## src/rtl/led_scan_ctrl.sv

```systemverilog
// Memory-mapped, time-multiplexed LED/7-segment driver with one-hot active-low digit selects.
// Optional brightness PWM is compiled in when LED_SCAN_PWM_EN is defined.
module led_scan_ctrl #(
    parameter int unsigned       NUM_DIGITS = 4,
    parameter int unsigned       SEG_W      = 8,
    parameter int unsigned       ADDR_W     = 8,
    parameter logic [ADDR_W-1:0] BASE_ADDR  = 8'hF0,
    parameter int unsigned       SCAN_DIV   = 4096
) (
    input  logic                  clk,
    input  logic                  rst_n,
    input  logic                  we,
    input  logic [ADDR_W-1:0]     addr,
    input  logic [SEG_W-1:0]      wdata,
    output logic [SEG_W-1:0]      rdata,
    output logic [NUM_DIGITS-1:0] dig_n,
    output logic [SEG_W-1:0]      seg
);

    localparam int unsigned       CNT_W    = $clog2(SCAN_DIV);
    localparam int unsigned       IDX_W    = $clog2(NUM_DIGITS);
    localparam logic [ADDR_W-1:0] LAST_OFF = ADDR_W'(NUM_DIGITS);
    localparam logic [SEG_W-1:0]  CTRL_RST = SEG_W'(8'h0F);
    localparam logic [IDX_W-1:0]  IDX_LAST = IDX_W'(NUM_DIGITS - 1);

    logic [SEG_W-1:0]      digit_q [NUM_DIGITS];
    logic [SEG_W-1:0]      digit_d [NUM_DIGITS];
    logic [SEG_W-1:0]      ctrl_q, ctrl_d;
    logic [SEG_W-1:0]      rdata_q, rdata_d;
    logic [CNT_W-1:0]      cnt_q, cnt_d;
    logic [IDX_W-1:0]      idx_q, idx_d;
    logic [SEG_W-1:0]      slot_seg_q, slot_seg_d;
    logic [NUM_DIGITS-1:0] slot_sel_q, slot_sel_d;
    logic                  slot_en_q, slot_en_d;
    logic [SEG_W-1:0]      seg_q, seg_d;
    logic [NUM_DIGITS-1:0] dig_n_q, dig_n_d;

    logic [ADDR_W-1:0] off;
    logic              in_range;
    logic              slot_start;
    logic              pwm_on;
    logic              lit;

    assign off      = addr - BASE_ADDR;
    assign in_range = (addr >= BASE_ADDR) && (off <= LAST_OFF);

    // Register file: write port and registered readback (old value on same-cycle write).
    always_comb begin
        digit_d = digit_q;
        ctrl_d  = ctrl_q;
        rdata_d = '0;
        if (in_range) begin
            if (off == LAST_OFF) begin
                rdata_d = ctrl_q;
            end
            for (int unsigned k = 0; k < NUM_DIGITS; k++) begin
                if (off == ADDR_W'(k)) begin
                    rdata_d = digit_q[k];
                end
            end
        end
        if (we && in_range) begin
            if (off == LAST_OFF) begin
                ctrl_d = wdata;
            end
            for (int unsigned k = 0; k < NUM_DIGITS; k++) begin
                if (off == ADDR_W'(k)) begin
                    digit_d[k] = wdata;
                end
            end
        end
    end

`ifdef LED_SCAN_PWM_EN
    assign pwm_on = (cnt_q[CNT_W-1 -: 3] <= ctrl_q[3:1]);
`else
    assign pwm_on = 1'b1;
`endif

    // Scan engine: segment data is latched only at slot start; enable gates every cycle
    // but a slot disabled part-way stays dark until the next slot boundary.
    always_comb begin
        cnt_d      = cnt_q + CNT_W'(1);
        idx_d      = idx_q;
        slot_seg_d = slot_seg_q;
        slot_sel_d = slot_sel_q;
        slot_start = (cnt_q == '0);
        slot_en_d  = slot_en_q & ctrl_q[0];
        if (slot_start) begin
            slot_en_d  = ctrl_q[0];
            slot_sel_d = NUM_DIGITS'(1) << idx_q;
            idx_d      = (idx_q == IDX_LAST) ? '0 : idx_q + IDX_W'(1);
            for (int unsigned k = 0; k < NUM_DIGITS; k++) begin
                if (idx_q == IDX_W'(k)) begin
                    slot_seg_d = digit_q[k];
                end
            end
        end
        lit     = slot_en_d & pwm_on;
        seg_d   = lit ? slot_seg_d : '0;
        dig_n_d = lit ? ~slot_sel_d : '1;
    end

    always_ff @(posedge clk) begin
        if (!rst_n) begin
            digit_q    <= '{default: '0};
            ctrl_q     <= CTRL_RST;
            rdata_q    <= '0;
            cnt_q      <= '0;
            idx_q      <= '0;
            slot_seg_q <= '0;
            slot_sel_q <= '0;
            slot_en_q  <= 1'b0;
            seg_q      <= '0;
            dig_n_q    <= '1;
        end else begin
            digit_q    <= digit_d;
            ctrl_q     <= ctrl_d;
            rdata_q    <= rdata_d;
            cnt_q      <= cnt_d;
            idx_q      <= idx_d;
            slot_seg_q <= slot_seg_d;
            slot_sel_q <= slot_sel_d;
            slot_en_q  <= slot_en_d;
            seg_q      <= seg_d;
            dig_n_q    <= dig_n_d;
        end
    end

    assign rdata = rdata_q;
    assign seg   = seg_q;
    assign dig_n = dig_n_q;

endmodule

```

## config.mk

```make
export PLATFORM = sky130hd
export DESIGN_NAME = led_scan_ctrl
export DESIGN_NICKNAME = d
export VERILOG_FILES = /design/src/rtl/led_scan_ctrl.sv
export SDC_FILE = /design/constraint.sdc
export NUM_CORES = 1
export LEC_CHECK = 0
export CORE_MARGIN = 2
export CORE_UTILIZATION = 53
export CTS_BUF_LIST = sky130_fd_sc_hd__clkbuf_4
export CTS_CLUSTER_SIZE = 20
export DETAILED_ROUTE_END_ITERATION = 16
export PLACE_DENSITY = 0.76
export SLEW_MARGIN = 20
export SYNTH_ARGS = -nofsm -noshare
export SYNTH_HDL_FRONTEND = slang
export SYNTH_SLANG_ARGS = --single-unit
export TNS_END_PERCENT = 50
```

## constraint.sdc

```tcl
create_clock -name clk -period 3.87 [get_ports clk]
set_clock_uncertainty 0.1 [all_clocks]
set_input_delay 0.5805 -clock clk [delete_from_list [all_inputs] [get_ports clk]]
set_output_delay 0.5805 -clock clk [all_outputs]
set_load 0.05 [all_outputs]
```

==> results of run 1 <==
==> cells in the mapped netlist (6+ instances only) <==
cell and count:
o22a_1 8, nand2_1 65, nor2_1 10, nor3b_1 8, a21oi_1 25, mux2i_1 36, and2_1 7, nor2b_1 43
o31ai_1 8, ha_1 6, a21boi_1 10, o221ai_1 8, clkbuf_1 16, dfxtp_1 87, a21boi_0 8, inv_1 6
o21ai_0 17, buf_2 9, nand3_1 25
==> worst max-delay path by stage <==
| stage | start | endpoint | slack, ns | depth (start not counted) |
|---|---|---|---|---|
| after floorplan | addr[0] | digit_q[0] | 2.10 | 5 |
| after global placement | addr[2] | digit_q[17] | 1.04 | 5 |
| after detailed placement | addr[2] | digit_q[23] | 0.94 | 5 |
| after CTS | addr[2] | digit_q[19] | 1.39 | 5 |
| after global routing | addr[2] | digit_q[23] | 1.15 | 5 |
| final | addr[2] | digit_q[19] | 1.34 | 5 |
==> flip-flops by register name, indices dropped and copies added (netlist names) <==
| register | count |
|---|---|
| rdata | 8 |
| slot_seg_q | 8 |
| slot_en_q | 1 |
| idx_q | 2 |
| dig_n | 4 |
| digit_q | 32 |
| seg | 8 |
| slot_sel_q | 4 |
| ctrl_q | 8 |
| cnt_q | 12 |
==> logic make-up (layout without fill, tap and decap cells) <==
group | after synthesis | after routing | share of synthesized area [%]
flip-flops | 87 | 87 | 44.3
multiplexers | 36 | 36 | 9.16
AO/OA/AOI/OAI | 89 | 89 | 14.8
buffers and inverters | 34 | 62 | 3.72
adder cells (fa/ha/maj) | 6 | 6 | 1.91
XOR/XNOR | 6 | 6 | 1.34
AND/OR/NAND/NOR | 182 | 182 | 24.8
==> report_power, final <==
group	switching [mW]	leakage (nW)	internal (mW)
combinational	0.196	1.02	0.120
clock	0.287	0.0766	0.217
sequential	0.0189	0.704	0.929
total	0.502	1.80	1.27
==> layout make-up <==
type,count,share of cell area (%)
inverters,6,0.504
clock buffers,12,2.02
well taps,99,2.77
repair buffers,40,8.74
multi-input cells,319,46.0
flip-flops and latches,87,39.0
clock inverters,4,1.04
==> layer usage <==
layer  track usage, %  vias to the layer above  share of wire (%)
met5                0                        -                  0
met4             9.10                        0               0.82
met3             3.94                        5                7.4
met2             32.3                      100                 44
met1             32.7                     1464                 47
li1                 -                     1581                  -
==> worst min-delay path, cell delays in order (launching register included) <==
cell and delay, ns:
dfxtp_1 0.33, nand2_1 0.05, a21boi_0 0.06
==> results.md, run 1 <==
- The stage delay of the slowest cell on the critical path is 0.81 ns.
- The number of maximum-capacitance constraint violations is 0.
- At the end of the flow the core is filled with cells to 61.9%.
- The number of buffers added to fix hold violations after cts is 0.
- The top cell type by area accounts for 44.3% of the synthesized area.
- The aggregate routed wire length is 8750 microns.
- The die is 90.2 microns tall.
- After floorplanning, the core was divided into 31 placement rows.
- The filler cell count is 653.
- Measured against its own limit, the worst slew margin works out to 41.4%.
- The final total power is 1.77 mW.
- The initial utilization of the core area, before any placement, comes to 54.5%.
- Setup repair after global routing left no endpoint under its margin.
- For this design, the slowest cell found on the critical path is clkdlybuf4s50_1.
- Buffers added to address setup during post-CTS repair amount to 0.
- The smallest hold slack is 0.370 ns.
- The sort of element at the end of the critical path is a register.
- The total negative slack for setup checks is 0 ns.
- The cell area reported after detailed placement is 4330 sq um.
- The run finished with clean final reports.
- For the worst flop-to-flop path, the logic depth is 6.
- At the pin with the least slew margin, the transition time is 0.873 ns.
- The net count of the mapped netlist is 465.
- The worst-case IR drop observed on VDD is 0.225 mV.
- From synthesis to final layout, the design area changed by 13.5%.
- Registers take 1740 sq um.
- The leakage power figure is 1.80 nW.
- The data required time at the worst endpoint is 4.08 ns.
- The number of antenna diodes in the final layout is 0.
- For this run, design rule violations remaining after detail routing come to 0.
- The leading area contributor after synthesis is dfxtp_1.
- The start point of the worst hold path is slot_sel_q[3].
- The flip-flop and latch count after synthesis is 87.
- In this run the deepest clock path goes through 2 buffers.
- The worst hold path terminates at slot_sel_q[3].
- The critical path class is in2reg.
- The fraction of layout instances using a drive strength above 1 is 5.34%.
- Summed over all layers, the global routing overflow is 0.
- The number of gates resized after CTS was 0.
- Timing analysis after detailed placement gives a worst setup slack of 0.940 ns.
- The first routing iteration left 200 violations.
- The fraction of synthesis flops using an asynchronous set or reset pin is 0%.
- By area the synthesized netlist is led by dfxtp_1 (44%), mux2i_1 (9.2%), nor2b_1 (6.8%), nand2_1 (6.2%), a21oi_1 (3.2%).
- The first detailed-routing pass took 5 iterations.
- The reg2reg setup slack is 1.54 ns.
- Detailed routing inserted a total of 3150 vias.
- The post-synth design cell area is 3940 sq um.
- The area used by multi-input combinational logic is 2050 sq um.
- Once layout is complete, the cells apart from fillers number 567.
- Clock latency on the worst-skew pair, taken at its later pin, is 0.42 ns.
- The number of placed instances with taps included is 551.
- The count of clock tree sinks is 87.
- The floorplan step set the die width to 90.2 microns.
- The critical register-to-register path endpoint is seg[3].
- The path type of the worst min-delay path is reg2reg.
- The shortest clock period the worst path allows after layout is 2.53 ns.
- The final number of setup-violating endpoints is 0.
- The final-report hold violation count is 0.
- During placement, the flow inserted port buffers numbering 38.
- The number of max-slew violations in the final report is 0.
- After layout, the worst setup slack is 1.34 ns.
- STA classifies the critical path startpoint as an input port.
- Power spread over the standard cell area amounts to 396 nW/um^2.
- The signal on the critical path passes through clkdlybuf4s50_1, nor3b_2, nand4b_1, mux2i_1, nor2b_1.
- In this run the critical register-to-register path is launched from idx_q[0].
- The number of enable-type register cells in the synthesized netlist is 0.
- The cell area after layout is 4470 sq um.
- The count of different cell masters after synthesis is 38.
- Timing would allow up to 0.395 GHz.
- Global routing used 22.3% of the available tracks across all layers.
- The peak fanout along the critical path is 22.
- The count of cells along the worst hold path is 2.
- The congestion estimate from routability-driven global placement came to 0.821.
- Dividing the final minimum period by the clock period gives 65.3%.
- The number of nets still failing antenna checks after routing is 0.
- The maximum level of the CTS H-tree is 3.
- The post-synthesis area per instance is 8.94 sq um.
- The die outline area is 8130 sq um.
- In the final design database the tool counted 488 nets.
- The HPWL after detailed placement is 6070 microns.
- Entering global routing, the biggest net connects 51 pins.
- The share of the Yosys chip area taken by registers is 44.3%.
- After detailed routing, the number of vias per cell comes to 5.56.
- The most used flip-flop cell after synthesis is dfxtp_1.
- The critical path data arrival time is 2.74 ns.
- The critical path's top delay family is simple AND/OR/NAND/NOR gates.
- TritonCTS built the clock tree.
- Dividing the detail-routed wire length by the instance count gives 15.4 microns.
- Synthesis produced a netlist whose cell count is 440.
- Yosys printed 0 warnings.
- The via count of the first global-routing pass is 2925.
- The initial antenna violation count came to 0.
- CTS placed an instance of clkbuf_4 at the clock tree root.
- The top cell types in the final layout, fill and taps aside, are dfxtp_1 (87), nand2_1 (65), nor2b_1 (43), clkdlybuf4s50_1 (37), mux2i_1 (36).
- The count of boundary I/O pins is 39.
- Clock-pin slew was measured on the worst setup and hold paths at 0.13 ns.
- The area of the placeable core is 7210 sq um.
- The first global-routing pass estimated 14500 microns of wire.
- Buffers inserted during clock tree synthesis total 9.
- Leaving out fill and tap cells, the most frequent cell in the layout is dfxtp_1.
- The buffers plus inverters on the worst setup path is 1.
No activity file was read; power rests on OpenSTA's default activity.
==> run 2: changes to the inputs <==
--- a/config.mk
+++ b/config.mk
@@ -10,7 +10,7 @@
 export CTS_BUF_LIST = sky130_fd_sc_hd__clkbuf_4
 export CTS_CLUSTER_SIZE = 20
 export DETAILED_ROUTE_END_ITERATION = 16
-export PLACE_DENSITY = 0.76
+export PLACE_DENSITY = 0.79
 export SLEW_MARGIN = 20
 export SYNTH_ARGS = -nofsm -noshare
 export SYNTH_HDL_FRONTEND = slang
==> constraint.sdc (replaced) <==
create_clock -name clk -period 2.2 [get_ports clk]
set_clock_uncertainty 0.1 [all_clocks]
set_input_delay 0.33 -clock clk [delete_from_list [all_inputs] [get_ports clk]]
set_output_delay 0.33 -clock clk [all_outputs]
set_load 0.05 [all_outputs]
==> run 2 against run 1 <==
Against the previous run: combinational power up 81%; final cell count up 2.5%; first-iteration DRC count down 10%; final area up 2.9%; sequential share of layout area down 1.1 points; global-route usage up 1.1 points; highest routed layer unchanged; power up 85%; wire length up 3.4%; critical endpoint is now rdata[2]; worst hold slack worse by 0.17 ns; critical path depth down 4; critical path type is now reg2out.
==> results.md, run 2 (synthesis gave the netlist of run 1 again) <==
- The largest registers in the layout are digit_q (32), cnt_q (12).
- The path depth of the worst reg2reg path is 6.
- The placement row count is 31.
- Leaving out fill and tap cells, the most frequent cell in the layout is dfxtp_1.
- The initial antenna violation count is 1.
- The via count of the first global-routing pass is 3193.
- Using the TritonRoute via totals, the vias-per-cell ratio works out to 5.62.
- The via total after detailed routing is 3265.
- The slew of the pin with the lowest slew margin is 0.542 ns.
- The congestion estimate from routability-driven global placement came to 0.823.
- The post-CTS setup buffer count is 0.
- TritonCTS created 9 clock buffers.
- On the critical path the largest part of the delay comes from buffers and inverters.
- Setup violations remaining at the end of the flow were counted as 0.
- The fraction of layout instances using a drive strength above 1 is 8.73%.
- The number of placed instances, taps included, is 564.
- The post-layout net count is 501.
- The wire length of the first global-routing pass is 15200 microns.
- Headroom to the max-slew limit came out at 63.7%.
- The die outline area is 8130 sq um.
- The area of the placeable core is 7210 sq um.
- The data required time at the worst endpoint is 1.77 ns.
- The maximum level of the CTS H-tree is 3.
- In the layout the commonest cells are dfxtp_1 (87), nand2_1 (65), nor2b_1 (43), clkdlybuf4s50_1 (37), mux2i_1 (36).
- Among all stages on the critical path, the largest delay is contributed by clkdlybuf4s50_1.
- After clock tree synthesis, the flow added hold-fix buffers numbering 0.
- The number of max-slew violations in the final report was 0.
- The peak supply drop is 0.308 mV.
- TritonCTS built the clock tree.
- Of all nets on the critical path, the largest fanout is 1.
- The share of the clock period used by the worst path is 91.6%.
- Compared with the post-synthesis result, the final layout area differs by 16.9%.
- Walking the worst path, the cells encountered are clkdlybuf4s50_1.
- In this run the number of cells on the critical path is 1.
- Power spread over the standard cell area amounts to 710 nW/um^2.
- Across all setup checks in the final design, the least slack found is 0.186 ns.
- The all-layer global routing usage is 23.4%.
- Setup repair after global routing left no endpoint under its margin.
- The path type of the worst min-delay path is in2reg.
- Summed over all nets, wire length on met3 after detailed routing comes to 596 microns.
- Gates resized during post-CTS repair numbered 1.
- The register with the most flip-flops in the layout has 32 of them.
- The cell area after layout is 4600 sq um.
- No sink is reached through more buffers than the 2 on the longest clock path.
- The register clock-pin slew on the reported worst setup and hold paths is 0.14 ns.
- The tightest hold path in the finished design has a slack of 0.199 ns.
- The final total power is 3.26 mW.
- The run finished with clean final reports.
- The floorplan step set the die height to 90.2 microns.
- Counting both buffers and inverters, the worst setup path holds a total of 1.
- The maximum number of pins on one net before global-route repair is 33.
- The die is 90.2 microns wide.
- The analysis attributes to cell leakage a power of 1.86 nW.
- By startpoint and endpoint, the worst setup path is classified as reg2out.
- The cell area reported after detailed placement is 4420 sq um.
- The achievable frequency is 0.496 GHz.
- The detailed router used layers up to and including met4.
- The register name with the most flops is digit_q.
- The number of nets still failing antenna checks after routing is 0.
- The count of buffers inserted at the top-level ports is 38.
- Timing analysis after detailed placement gives a worst setup slack of -0.130 ns.
- The aggregate routed wire length is 9040 microns.
- The count of cells along the worst hold path is 2.
- The final-report hold violation count is 0.
- The sum of net half-perimeters after detailed placement is 6310 microns.
- The total overflow reported by the global router is 0.
- The count of clock tree sinks is 87.
- The number of detailed-routing iterations run before antenna repair is 5.
- The non-filler instance count after layout is 581.
- The number of maximum-capacitance constraint violations is 0.
- The cell at the root of the clock tree is clkbuf_4.
- The shortest clock period the worst path allows after layout is 2.01 ns.
- At the worst endpoint, the arrival time is 1.58 ns.
- The total DRC errors in the routed layout is 0.
- The initial detailed-routing violation count is 180.
- The amount of wire on met2 after detailed routing is 4150 microns.
- In this run the count of I/O pins placed on the die edge is 39.
- In the final routed layout, each cell accounts on average for 15.6 microns.
- The worst setup path is launched from a register.
- The worst setup path is captured at an output port.
- After detailed routing, the wire length on met1 is 4150 microns.
- The starting density of the core is 54.5%.
- The clock latency on the worst-skew pair is 0.44 ns.
- Once layout is complete, the utilization of the core stands at 63.7%.
- The stage delay of the slowest cell on the critical path is 0.80 ns.
- For the final routed database, the setup TNS stands at 0 ns.
## run 2: power by group
part | internal [mW] | total (mW) | switching, mW
logic | 0.225 | 0.573 | 0.348
registers | 1.63 | 1.67 | 0.0339
clock network | 0.462 | 1.02 | 0.559
total | 2.32 | 3.26 | 0.942
## run 2: per-layer routing
layer  up-vias  track usage, %
li1       1604               -
met1      1535            30.3
met3        12            5.28
met2       114            37.7
met4         0            9.62
met5         -               0
## run 2: worst reg2reg max path: stages, from the launching register on
cell	delay [ns]
dfxtp_1	0.43
inv_1	0.10
ha_1	0.34
nor3b_1	0.21
o31ai_1	0.42
nand3_1	0.18
a21oi_1	0.15
## run 2: worst paths after layout
path,end,slack (ns),startpoint
worst min-delay path,cnt_q[8],0.20,rst_n
worst max register to register,seg[5],0.21,idx_q[1]
worst min register to register,slot_sel_q[2],0.36,slot_sel_q[2]
worst max-delay path,rdata[2],0.19,rdata[2]
## run 2: layout make-up
cell class                 instances  area (sq um)
timing repair buffer              53           488
fill                             607          2620
tap                               99           124
multi-input combinational        319          2060
sequential                        87          1740
clock buffer                       9          67.6
antenna                            1          2.50
clock inverter                     7          96.3
inverter                           6          22.5
==> run 3: changes to the inputs <==
--- a/config.mk
+++ b/config.mk
@@ -8,7 +8,7 @@
 export CORE_MARGIN = 2
 export CORE_UTILIZATION = 53
 export CTS_BUF_LIST = sky130_fd_sc_hd__clkbuf_4
-export CTS_CLUSTER_SIZE = 20
+export CTS_CLUSTER_SIZE = 10
 export DETAILED_ROUTE_END_ITERATION = 16
 export PLACE_DENSITY = 0.79
 export SLEW_MARGIN = 20
==> results of run 3 <==
Same layout as run 2: the final DEF is identical, and so are final timing and power.
